## config.mk

```make
export PLATFORM = sky130hd
export DESIGN_NAME = mips_data_mem_arbiter_flat
export DESIGN_NICKNAME = d
export VERILOG_FILES = /design/src/rtl/mips_data_mem_arbiter_if.sv /design/src/rtl/mips_data_mem_arbiter.sv /design/src/flat_wrapper.sv
export SDC_FILE = /design/constraint.sdc
export NUM_CORES = 1
export LEC_CHECK = 0
export ABC_AREA = 1
export ABC_CLOCK_PERIOD_IN_PS = 1340
export CAP_MARGIN = 20
export CORE_AREA = 5 5 114 116
export CTS_BUF_LIST = sky130_fd_sc_hd__clkbuf_16
export CTS_CLUSTER_SIZE = 12
export DETAILED_ROUTE_END_ITERATION = 12
export DIE_AREA = 0 0 119 121
export PLACE_DENSITY_LB_ADDON = 0.1
export SLEW_MARGIN = 20
export SYNTH_ARGS = -nofsm -noshare
export SYNTH_HDL_FRONTEND = slang
export SYNTH_SLANG_ARGS = --single-unit
```

## constraint.sdc

```tcl
create_clock -name clk -period 1.34 [get_ports clk]
set_clock_uncertainty 0.1 [all_clocks]
set_input_delay 0.201 -clock clk [delete_from_list [all_inputs] [get_ports clk]]
set_output_delay 0.201 -clock clk [all_outputs]
set_load 0.02 [all_outputs]
```

## src/rtl/mips_data_mem_arbiter_if.sv

```systemverilog
// mips_data_mem_arbiter_if
//   Bundles the three buses around the data-memory arbiter:
//     cpu_*  : CPU data-side requester (address, write, read, writedata in;
//              readdata, waitrequest out of the arbiter)
//     dbg_*  : debug/loader requester, same shape as cpu_*
//     mem_*  : single data-memory port (address, strobes, writedata out of
//              the arbiter; readdata back into it, valid the cycle after
//              mem_read)
//     busy   : arbiter is waiting on a read return
//   Modports:
//     master : the environment side (requesters + memory)
//     slave  : the arbiter itself
interface mips_data_mem_arbiter_if #(
  parameter int ADDR_W = 32,
  parameter int DATA_W = 32
);
  logic [ADDR_W-1:0] cpu_address;
  logic              cpu_write;
  logic              cpu_read;
  logic [DATA_W-1:0] cpu_writedata;
  logic [DATA_W-1:0] cpu_readdata;
  logic              cpu_waitrequest;

  logic [ADDR_W-1:0] dbg_address;
  logic              dbg_write;
  logic              dbg_read;
  logic [DATA_W-1:0] dbg_writedata;
  logic [DATA_W-1:0] dbg_readdata;
  logic              dbg_waitrequest;

  logic [ADDR_W-1:0] mem_address;
  logic              mem_write;
  logic              mem_read;
  logic [DATA_W-1:0] mem_writedata;
  logic [DATA_W-1:0] mem_readdata;

  logic              busy;

  modport master (
    output cpu_address, cpu_write, cpu_read, cpu_writedata,
    input  cpu_readdata, cpu_waitrequest,
    output dbg_address, dbg_write, dbg_read, dbg_writedata,
    input  dbg_readdata, dbg_waitrequest,
    input  mem_address, mem_write, mem_read, mem_writedata,
    output mem_readdata,
    input  busy
  );

  modport slave (
    input  cpu_address, cpu_write, cpu_read, cpu_writedata,
    output cpu_readdata, cpu_waitrequest,
    input  dbg_address, dbg_write, dbg_read, dbg_writedata,
    output dbg_readdata, dbg_waitrequest,
    output mem_address, mem_write, mem_read, mem_writedata,
    input  mem_readdata,
    output busy
  );
endinterface

```

## src/rtl/mips_data_mem_arbiter.sv

```systemverilog
// mips_data_mem_arbiter
//   Shares one data-memory port between the CPU data interface and a
//   debug/loader port. Writes are granted and committed in a single cycle;
//   reads take a grant cycle plus a READ_WAIT cycle in which the memory's
//   registered read data is steered back to the owning port. A losing or
//   stalled requester sees waitrequest = 1 and must hold its request.
//
//   Ports:
//     clk        : rising-edge clock
//     reset      : synchronous, active-high
//     clk_enable : 0 freezes state and suppresses memory strobes
//     bus        : mips_data_mem_arbiter_if.slave (cpu_*, dbg_*, mem_*, busy)
//
//   Build option:
//     MEM_ARB_ROUND_ROBIN_EN defined   -> contention goes to the port that
//                                         did not win the previous grant
//     MEM_ARB_ROUND_ROBIN_EN undefined -> CPU always wins contention
module mips_data_mem_arbiter #(
  parameter int ADDR_W = 32,
  parameter int DATA_W = 32
) (
  input logic                     clk,
  input logic                     reset,
  input logic                     clk_enable,
  mips_data_mem_arbiter_if.slave  bus
);

  localparam logic [0:0] IDLE      = 1'b0;
  localparam logic [0:0] READ_WAIT = 1'b1;

  logic [0:0] state;
  logic       last_grant;   // 0 = CPU, 1 = dbg
  logic       owner_dbg;    // owner of the read in flight

  logic              req_cpu;
  logic              req_dbg;
  logic              any_req;
  logic              contention_dbg;
  logic              grant_dbg;
  logic              sel_write;
  logic [ADDR_W-1:0] sel_address;
  logic [DATA_W-1:0] sel_writedata;

  assign req_cpu = bus.cpu_write | bus.cpu_read;
  assign req_dbg = bus.dbg_write | bus.dbg_read;
  assign any_req = req_cpu | req_dbg;

`ifdef MEM_ARB_ROUND_ROBIN_EN
  assign contention_dbg = ~last_grant;
`else
  // last_grant is still tracked so behaviour of the register is identical
  // in both builds; fixed priority simply never consults it.
  assign contention_dbg = 1'b0 & last_grant;
`endif

  // A lone requester always wins; contention is resolved by the build option.
  assign grant_dbg     = req_dbg & (~req_cpu | contention_dbg);
  assign sel_write     = grant_dbg ? bus.dbg_write     : bus.cpu_write;
  assign sel_address   = grant_dbg ? bus.dbg_address   : bus.cpu_address;
  assign sel_writedata = grant_dbg ? bus.dbg_writedata : bus.cpu_writedata;

  always_comb begin
    bus.mem_address     = '0;
    bus.mem_writedata   = '0;
    bus.mem_write       = 1'b0;
    bus.mem_read        = 1'b0;
    bus.cpu_readdata    = '0;
    bus.dbg_readdata    = '0;
    // Any requester not explicitly completed this cycle is stalled; a port
    // with no request sees 0.
    bus.cpu_waitrequest = req_cpu;
    bus.dbg_waitrequest = req_dbg;
    bus.busy            = 1'b0;

    if (!reset) begin
      if (state == READ_WAIT) begin
        bus.busy = 1'b1;
        // Memory output is gated by clk_enable too, so the data stays valid
        // while frozen; only the completion handshake waits for re-enable.
        if (owner_dbg) begin
          bus.dbg_readdata    = bus.mem_readdata;
          bus.dbg_waitrequest = ~clk_enable;
        end else begin
          bus.cpu_readdata    = bus.mem_readdata;
          bus.cpu_waitrequest = ~clk_enable;
        end
      end else if (any_req) begin
        bus.mem_address   = sel_address;
        bus.mem_writedata = sel_writedata;
        if (clk_enable) begin
          // Write has precedence over a simultaneous read on the same port.
          if (sel_write) begin
            bus.mem_write = 1'b1;
            if (grant_dbg) bus.dbg_waitrequest = 1'b0;
            else           bus.cpu_waitrequest = 1'b0;
          end else begin
            bus.mem_read = 1'b1;
          end
        end
      end
    end
  end

  always_ff @(posedge clk) begin
    if (reset) begin
      state      <= IDLE;
      last_grant <= 1'b1;
      owner_dbg  <= 1'b0;
    end else if (clk_enable) begin
      case (state)
        IDLE: begin
          if (any_req) begin
            last_grant <= grant_dbg;
            if (!sel_write) begin
              state     <= READ_WAIT;
              owner_dbg <= grant_dbg;
            end
          end
        end
        default: state <= IDLE;
      endcase
    end
  end

endmodule
```

## src/flat_wrapper.sv

```systemverilog
// flat-port wrapper written by rule: the top's interface ports become plain ports
module mips_data_mem_arbiter_flat 
#(
  parameter int ADDR_W = 32,
  parameter int DATA_W = 32
)
  (clk, reset, clk_enable, bus_cpu_address, bus_cpu_write, bus_cpu_read, bus_cpu_writedata, bus_cpu_readdata, bus_cpu_waitrequest, bus_dbg_address, bus_dbg_write, bus_dbg_read, bus_dbg_writedata, bus_dbg_readdata, bus_dbg_waitrequest, bus_mem_address, bus_mem_write, bus_mem_read, bus_mem_writedata, bus_mem_readdata, bus_busy);
  mips_data_mem_arbiter_if #(.ADDR_W(ADDR_W), .DATA_W(DATA_W)) bus_i ();
  input logic clk;
  input logic reset;
  input logic clk_enable;
  input wire logic [$bits(bus_i.cpu_address)-1:0] bus_cpu_address;
  input wire logic [$bits(bus_i.cpu_write)-1:0] bus_cpu_write;
  input wire logic [$bits(bus_i.cpu_read)-1:0] bus_cpu_read;
  input wire logic [$bits(bus_i.cpu_writedata)-1:0] bus_cpu_writedata;
  output wire logic [$bits(bus_i.cpu_readdata)-1:0] bus_cpu_readdata;
  output wire logic [$bits(bus_i.cpu_waitrequest)-1:0] bus_cpu_waitrequest;
  input wire logic [$bits(bus_i.dbg_address)-1:0] bus_dbg_address;
  input wire logic [$bits(bus_i.dbg_write)-1:0] bus_dbg_write;
  input wire logic [$bits(bus_i.dbg_read)-1:0] bus_dbg_read;
  input wire logic [$bits(bus_i.dbg_writedata)-1:0] bus_dbg_writedata;
  output wire logic [$bits(bus_i.dbg_readdata)-1:0] bus_dbg_readdata;
  output wire logic [$bits(bus_i.dbg_waitrequest)-1:0] bus_dbg_waitrequest;
  output wire logic [$bits(bus_i.mem_address)-1:0] bus_mem_address;
  output wire logic [$bits(bus_i.mem_write)-1:0] bus_mem_write;
  output wire logic [$bits(bus_i.mem_read)-1:0] bus_mem_read;
  output wire logic [$bits(bus_i.mem_writedata)-1:0] bus_mem_writedata;
  input wire logic [$bits(bus_i.mem_readdata)-1:0] bus_mem_readdata;
  output wire logic [$bits(bus_i.busy)-1:0] bus_busy;
  assign bus_i.cpu_address = bus_cpu_address;
  assign bus_i.cpu_write = bus_cpu_write;
  assign bus_i.cpu_read = bus_cpu_read;
  assign bus_i.cpu_writedata = bus_cpu_writedata;
  assign bus_cpu_readdata = bus_i.cpu_readdata;
  assign bus_cpu_waitrequest = bus_i.cpu_waitrequest;
  assign bus_i.dbg_address = bus_dbg_address;
  assign bus_i.dbg_write = bus_dbg_write;
  assign bus_i.dbg_read = bus_dbg_read;
  assign bus_i.dbg_writedata = bus_dbg_writedata;
  assign bus_dbg_readdata = bus_i.dbg_readdata;
  assign bus_dbg_waitrequest = bus_i.dbg_waitrequest;
  assign bus_mem_address = bus_i.mem_address;
  assign bus_mem_write = bus_i.mem_write;
  assign bus_mem_read = bus_i.mem_read;
  assign bus_mem_writedata = bus_i.mem_writedata;
  assign bus_i.mem_readdata = bus_mem_readdata;
  assign bus_busy = bus_i.busy;
  mips_data_mem_arbiter #(.ADDR_W(ADDR_W), .DATA_W(DATA_W)) u_core (.clk(clk), .reset(reset), .clk_enable(clk_enable), .bus(bus_i));
endmodule
```

==> impl_metrics.toml, run 1 <==
[setup_path]
cp_cell_sequence = "nor2_4 -> nand2_8 -> buf_12 -> a21oi_1 -> buf_4"
slowest_delay_ps = 360
crit_path_end_kind = "primary output"
start_kind = "register"
crit_buf_inv = 2
crit_family = "buffers and inverters"
reg2reg_to = "u_core.owner_dbg"
r2r_cells = 6
r2r_slack_ps = 110
crit_path_top_delay_cell = "dfxtp_4"
path_class = "reg -> out"
worstPathMaxFanout = 14
crit_arrival_ps = 1400
cp.required_ps = 1040
r2r-start = "u_core.state"

[cts]
clock_sink_count = 2
hold_buffers = 0
clockBufferDepth = 2
cts_root_buffer = "clkbuf_16"
cts-buffers-inserted = 3
worst_skew_pair.late_latency_ps = 220
cts.clk_slew.worst_paths_ps = 30
cts_tree = "built"
htree_levels = 1

[placement]
dp_hpwl_um = 10200
place_congestion = 0.783
pre_cts_slack_ps = -1100
detailed_place.area_um2 = 5610
dp.cells = 798
port_buffers = 299

[power_and_ir_drop]
p_comb_share_pct = 81.9
p_int_mw = 1.70
power_density_nw_per_um2 = 388
clkPwrFrac_pct = 15.7
p_sw_mw = 1.17
p_seq_share_pct = 2.4
worst_ir_drop_vdd_mv = 0.261
power.total_mw = 2.87
sw_frac_of_total_pct = 40.7
leakagePower_nw = 3.14

[detailed_routing]
vias_per_cell = 4.36
drtIter0Drc = 90
wire_per_inst_um = 18.5
routed_wl_um = 15500
firstDrtPassIters = 4
via_count = 3649
drc = 0
ant_nets = 0

[logic_synthesis]
synth.top_cells.by_area = "nand2_1, nor2_1, a21oi_2"
synthesis.nets = 521
ys_ff_latch = 2
synth.yosys.seq_area_share_pct = 2.37
synth.top_cell.area_share_pct = 30.4
syn_area_per_cell_um2 = 4.78
synth_cells = 354
ys_types = 17
synth_largest_area_cell = "nand2_1"
synthesis.area_um2 = 1690
ys_warn_count = 0

[final_layout]
syn2layout_area_growth_pct = 337
diodes = 0
nets = 858
drive_above_1_share_pct = 61.8
final_util_pct = 62.6
final_cell_count_no_fill = 836
stdcell_area_um2 = 7400

[floorplanning]
num_rows = 40
pin_count = 300
die_x_um = 119
core_area_um2 = 11800
start_util_pct = 14.3
die_h_um = 121
die_area_um2 = 14400

[timing]
slew_headroom_pct = 86.0
holdWs_ps = 245
finalWorstSetupSlack_ps = -358
grt_setup_unrepaired = "true"
period_needed_ps = 1700
slew_viol_final = 0
finalSetupViolCount = 133
max_freq_mhz = 589
fin_setup_tns_ps = -39730
tightest_slew_ps = 208
post-route-period-util_pct = 127
finalHoldViolCount = 0

[run]
drv_cap = 0

[hold_path]
min_to = "u_core.owner_dbg"
min_from = "bus_cpu_write"
holdPathStages = 4
hp-class = "in -> reg"

[run_status]
violations = "setup timing"
status = "finished with violations"

[global_route]
grt_pass1_wl_um = 20900
grt_pass1_vias = 3806
overflow = 0
grt_max_degree = 22
grt.total_usage_pct = 18.2
antenna_found_initial = 0
-- synthesized netlist by cell type, drive strengths merged --
cell and instances:
a21oi 66, a22oi 1, inv 40, o21ai 4
buf 24, o22ai 1, nand2 137, clkinv 1
clkbuf 2, nand3 3, dfxtp 2, nor2 73
-- area by class of cell --
type                            instances  area, um2
Clock buffer                            3       75.1
Fill cell                             969       4410
Inverter                               41        188
Multi-Input combinational cell        285       2660
Sequential cell                         2       45.0
Tap cell                              147        184
Timing Repair Buffer                  357       4230
Timing Repair inverter                  1       16.3
-- routing by layer --
layer | GRT usage (%) | wire (um) | share of wire (%) | vias to the layer above
met4 | 4.56 | 311 | 2.0 | 0
met2 | 35.6 | 8700 | 56 | 183
met5 | 0 | 0 | 0 | -
met3 | 5.36 | 1300 | 8.4 | 18
met1 | 18.7 | 5190 | 33 | 1691
li1 | - | - | - | 1757
-- power groups by stage --
stage	combinational (mW)	clock [mW]	sequential [mW]
finish	2.35	0.450	0.0695
global route	2.48	0.461	0.0704
CTS	2.04	0.458	0.0678
detailed placement	1.77	0	0.0676
global placement	1.76	0	0.0677
floorplan	0.816	0	0.0676
-- sequential cells by signal, indices dropped and copies added (netlist names) --
name	flops
u_core.owner_dbg	1
u_core.state	1
-- cell usage in the layout (no fill, tap or decap) --
cell type | Yosys | routed
a21oi_1 | 36 | 3
a21oi_2 | 30 | 20
a21oi_4 | 0 | 43
a22oi_2 | 0 | 1
buf_12 | 0 | 13
buf_16 | 0 | 14
buf_4 | 0 | 24
buf_6 | 12 | 130
buf_8 | 0 | 3
bufbuf_16 | 0 | 1
clkbuf_16 | 0 | 13
clkbuf_2 | 0 | 1
clkdlybuf4s50_1 | 0 | 161
clkinv_16 | 0 | 1
clkinv_4 | 0 | 1
clkinv_8 | 0 | 1
dfxtp_2 | 0 | 1
dfxtp_4 | 0 | 1
inv_1 | 40 | 37
inv_2 | 0 | 1
inv_4 | 0 | 1
nand2_1 | 137 | 51
nand2_2 | 0 | 53
nand2_4 | 0 | 31
nand2_8 | 0 | 2
nand3_1 | 3 | 2
nand3_2 | 0 | 1
nor2_1 | 71 | 5
nor2_4 | 1 | 68
o21ai_0 | 3 | 2
o21ai_1 | 0 | 1
o21ai_4 | 0 | 1
o22ai_1 | 1 | 1
-- worst register-to-register path: stages (launching register included) --
cell,delay [ps]
dfxtp_4,360
nor2_4,160
nand2_8,130
buf_12,200
nor2_4,110
nor2_1,50
nor2_1,70
-- timing repair --
action | in CTS | in global routing
setup endpoints to repair | 135 | 133
buffers inserted | 9 | 2
pin swaps | 7 | 23
resized for setup | 832 | 200
cloned | 13 | 12
-- cells by family after synthesis --
logic type,share of synthesized area (%)
flops,2.37
compound gates,28.4
buf+inv,21.2
simple gates,48.1
-- how the worst max path moves through the flow --
stage	from	end	slack [ps]	depth (start not counted)
2_1_floorplan	u_core.state	bus_mem_writedata[10]	-60	4
3_3_place_gp	bus_cpu_write	bus_mem_address[21]	-1070	7
3_5_place_dp	bus_dbg_read	bus_mem_writedata[25]	-1100	6
4_1_cts	u_core.state	bus_mem_writedata[20]	-340	5
5_1_grt	u_core.state	bus_mem_writedata[11]	-400	5
6_report	u_core.state	bus_mem_writedata[11]	-360	5
(Power assumes the default switching activity.)
==> run 2: changes to the inputs <==
Settings changed: ABC_CLOCK_PERIOD_IN_PS 1340 to 1600.
Clock period 1.34 ns to 1.6 ns, I/O delays scaled along.
==> run 2 against run 1 <==
Against the previous run: register-to-register slack improved by 320 ps; wire length decreased by 16%; worst setup slack improved by 280 ps; combinational power decreased by 34%; via count decreased by 5.1%; non-clock buffer count decreased by 11; cell area decreased by 21%; the run still ends with setup timing left; critical path depth unchanged; flip-flop and latch count unchanged; power decreased by 31%.
==> impl_metrics.toml, run 2 (same netlist as run 1, synthesis figures left out) <==
[detailed_routing]
drc = 0
ant_nets = 0
routed_wl_um = 13000
vias_per_cell = 4.20
via_count = 3463
firstDrtPassIters = 6
drtIter0Drc = 86
wire_per_inst_um = 15.7

[power_and_ir_drop]
leakagePower_nw = 2.65
power_density_nw_per_um2 = 340
worst_ir_drop_vdd_mv = 0.179

[global_route]
antenna_found_initial = 0
grt.met1_usage_pct = 15.5
use_met3_pct = 5.50
grt_max_degree = 35
busiest_layer = "met2"
grt_use_met2_pct = 30.6
grt_pass1_wl_um = 18200
grt_pass1_vias = 3489
grt.total_usage_pct = 15.6
overflow = 0

[timing]
slew_headroom_pct = 85.9
grt_setup_unrepaired = "true"
finalHoldViolCount = 0
max_freq_mhz = 596
tightest_slew_ps = 211
post-route-period-util_pct = 105
finalWorstSetupSlack_ps = -79.2
holdWs_ps = 312
slew_viol_final = 0
finalSetupViolCount = 116
period_needed_ps = 1680

[setup_path]
crit_arrival_ps = 1340
crit_path_end_kind = "primary output"
start_kind = "register"
cp.required_ps = 1260
worstPathMaxFanout = 17
path_class = "reg -> out"

[final_layout]
nets = 846
mostFrequentLayoutCells = "clkdlybuf4s50_1, nand2_1, buf_6"
drive_above_1_share_pct = 46.4
layout_commonest_cell = "clkdlybuf4s50_1"
biggestRegsByFlops = "u_core.owner_dbg: 1 flops, u_core.state: 1 flops"
stdcell_area_um2 = 5860
final_util_pct = 49.6
diodes = 0
syn2layout_area_growth_pct = 246

[placement]
port_buffers = 299
dp_hpwl_um = 9610
detailed_place.area_um2 = 4920
place_congestion = 0.800

[cts]
cts_tree = "built"
cts.clk_slew.worst_paths_ps = 30
worst_skew_pair.late_latency_ps = 220
cts-buffers-inserted = 3
clockBufferDepth = 2
cts_root_buffer = "clkbuf_16"
htree_levels = 1
hold_buffers = 0
clock_sink_count = 2

[floorplanning]
start_util_pct = 14.3
die_x_um = 119
num_rows = 40
pin_count = 300
core_area_um2 = 11800
die_h_um = 121
die_area_um2 = 14400

[run_status]
status = "finished with violations"
violations = "setup timing"

[hold_path]
hp-class = "in -> reg"

[run]
drv_cap = 0
## run 2: cell count changes in the layout (fill, tap and decap cells not counted), sizes merged
cell / before / now
buf: 184 / 178
clkbuf: 14 / 10
clkinv: 3 / 1
clkdlybuf4s50: 161 / 160
inv: 39 / 40
bufbuf: 1 / 0
dlygate4sd2: 0 / 1
## run 2: per-stage QoR
| stage | setup TNS, ps | power, mW | setup slack [ps] | cells |
|---|---|---|---|---|
| final | -3620 | 1.99 | -79.2 | 824 |
| after global routing | -10190 | 2.11 | -140 | 824 |
| after CTS | -10760 | 1.80 | -188 | 818 |
| after detailed placement | -97810 | 1.36 | -948 | 797 |
| after global placement | -96290 | 1.36 | -934 | 797 |
| after floorplan | 0 | 0.582 | 37.2 | 354 |
## run 2: power breakdown
part / internal [mW] / switching, mW
Sequential: 0.0526 / 0.00596
Combinational: 0.858 / 0.688
Clock: 0.319 / 0.0658
## run 2: what timing repair did
| action | CTS | global route |
|---|---|---|
| cloned | 8 | 6 |
| setup buffers | 10 | 2 |
| endpoints found under the setup margin | 133 | 133 |
| resized for setup | 651 | 260 |
| pin swaps | 9 | 16 |
## run 2: path summary, 6_finish.rpt
check	startpoint	end	slack, ps	cells past startpoint
max	u_core.state	bus_mem_address[11]	-80	5
min	reset	u_core.owner_dbg	310	4
max reg2reg	u_core.state	u_core.owner_dbg	430	6
min reg2reg	u_core.state	u_core.state	570	3
## run 2: metal layers
layer	routed length, um	part of all wire (%)
met1	4470	34
met2	7240	56
met3	1090	8.4
met4	174	1.3
met5	0	0
## run 2: worst max-delay path: stages, from the launching register on
cell,delay [ps]
dfxtp_4,360
nor2_4,150
nand2_8,110
clkbuf_16,210
a21oi_2,100
buf_2,180
## run 2: area by class of cell
cell class              instances  area [um2]
well taps                     147         184
inverters                      41         159
clock buffers                   3        75.1
repair buffers                346        3670
flip-flops and latches          2        47.5
multi-input cells             285        1720
fillers                      1168        5950
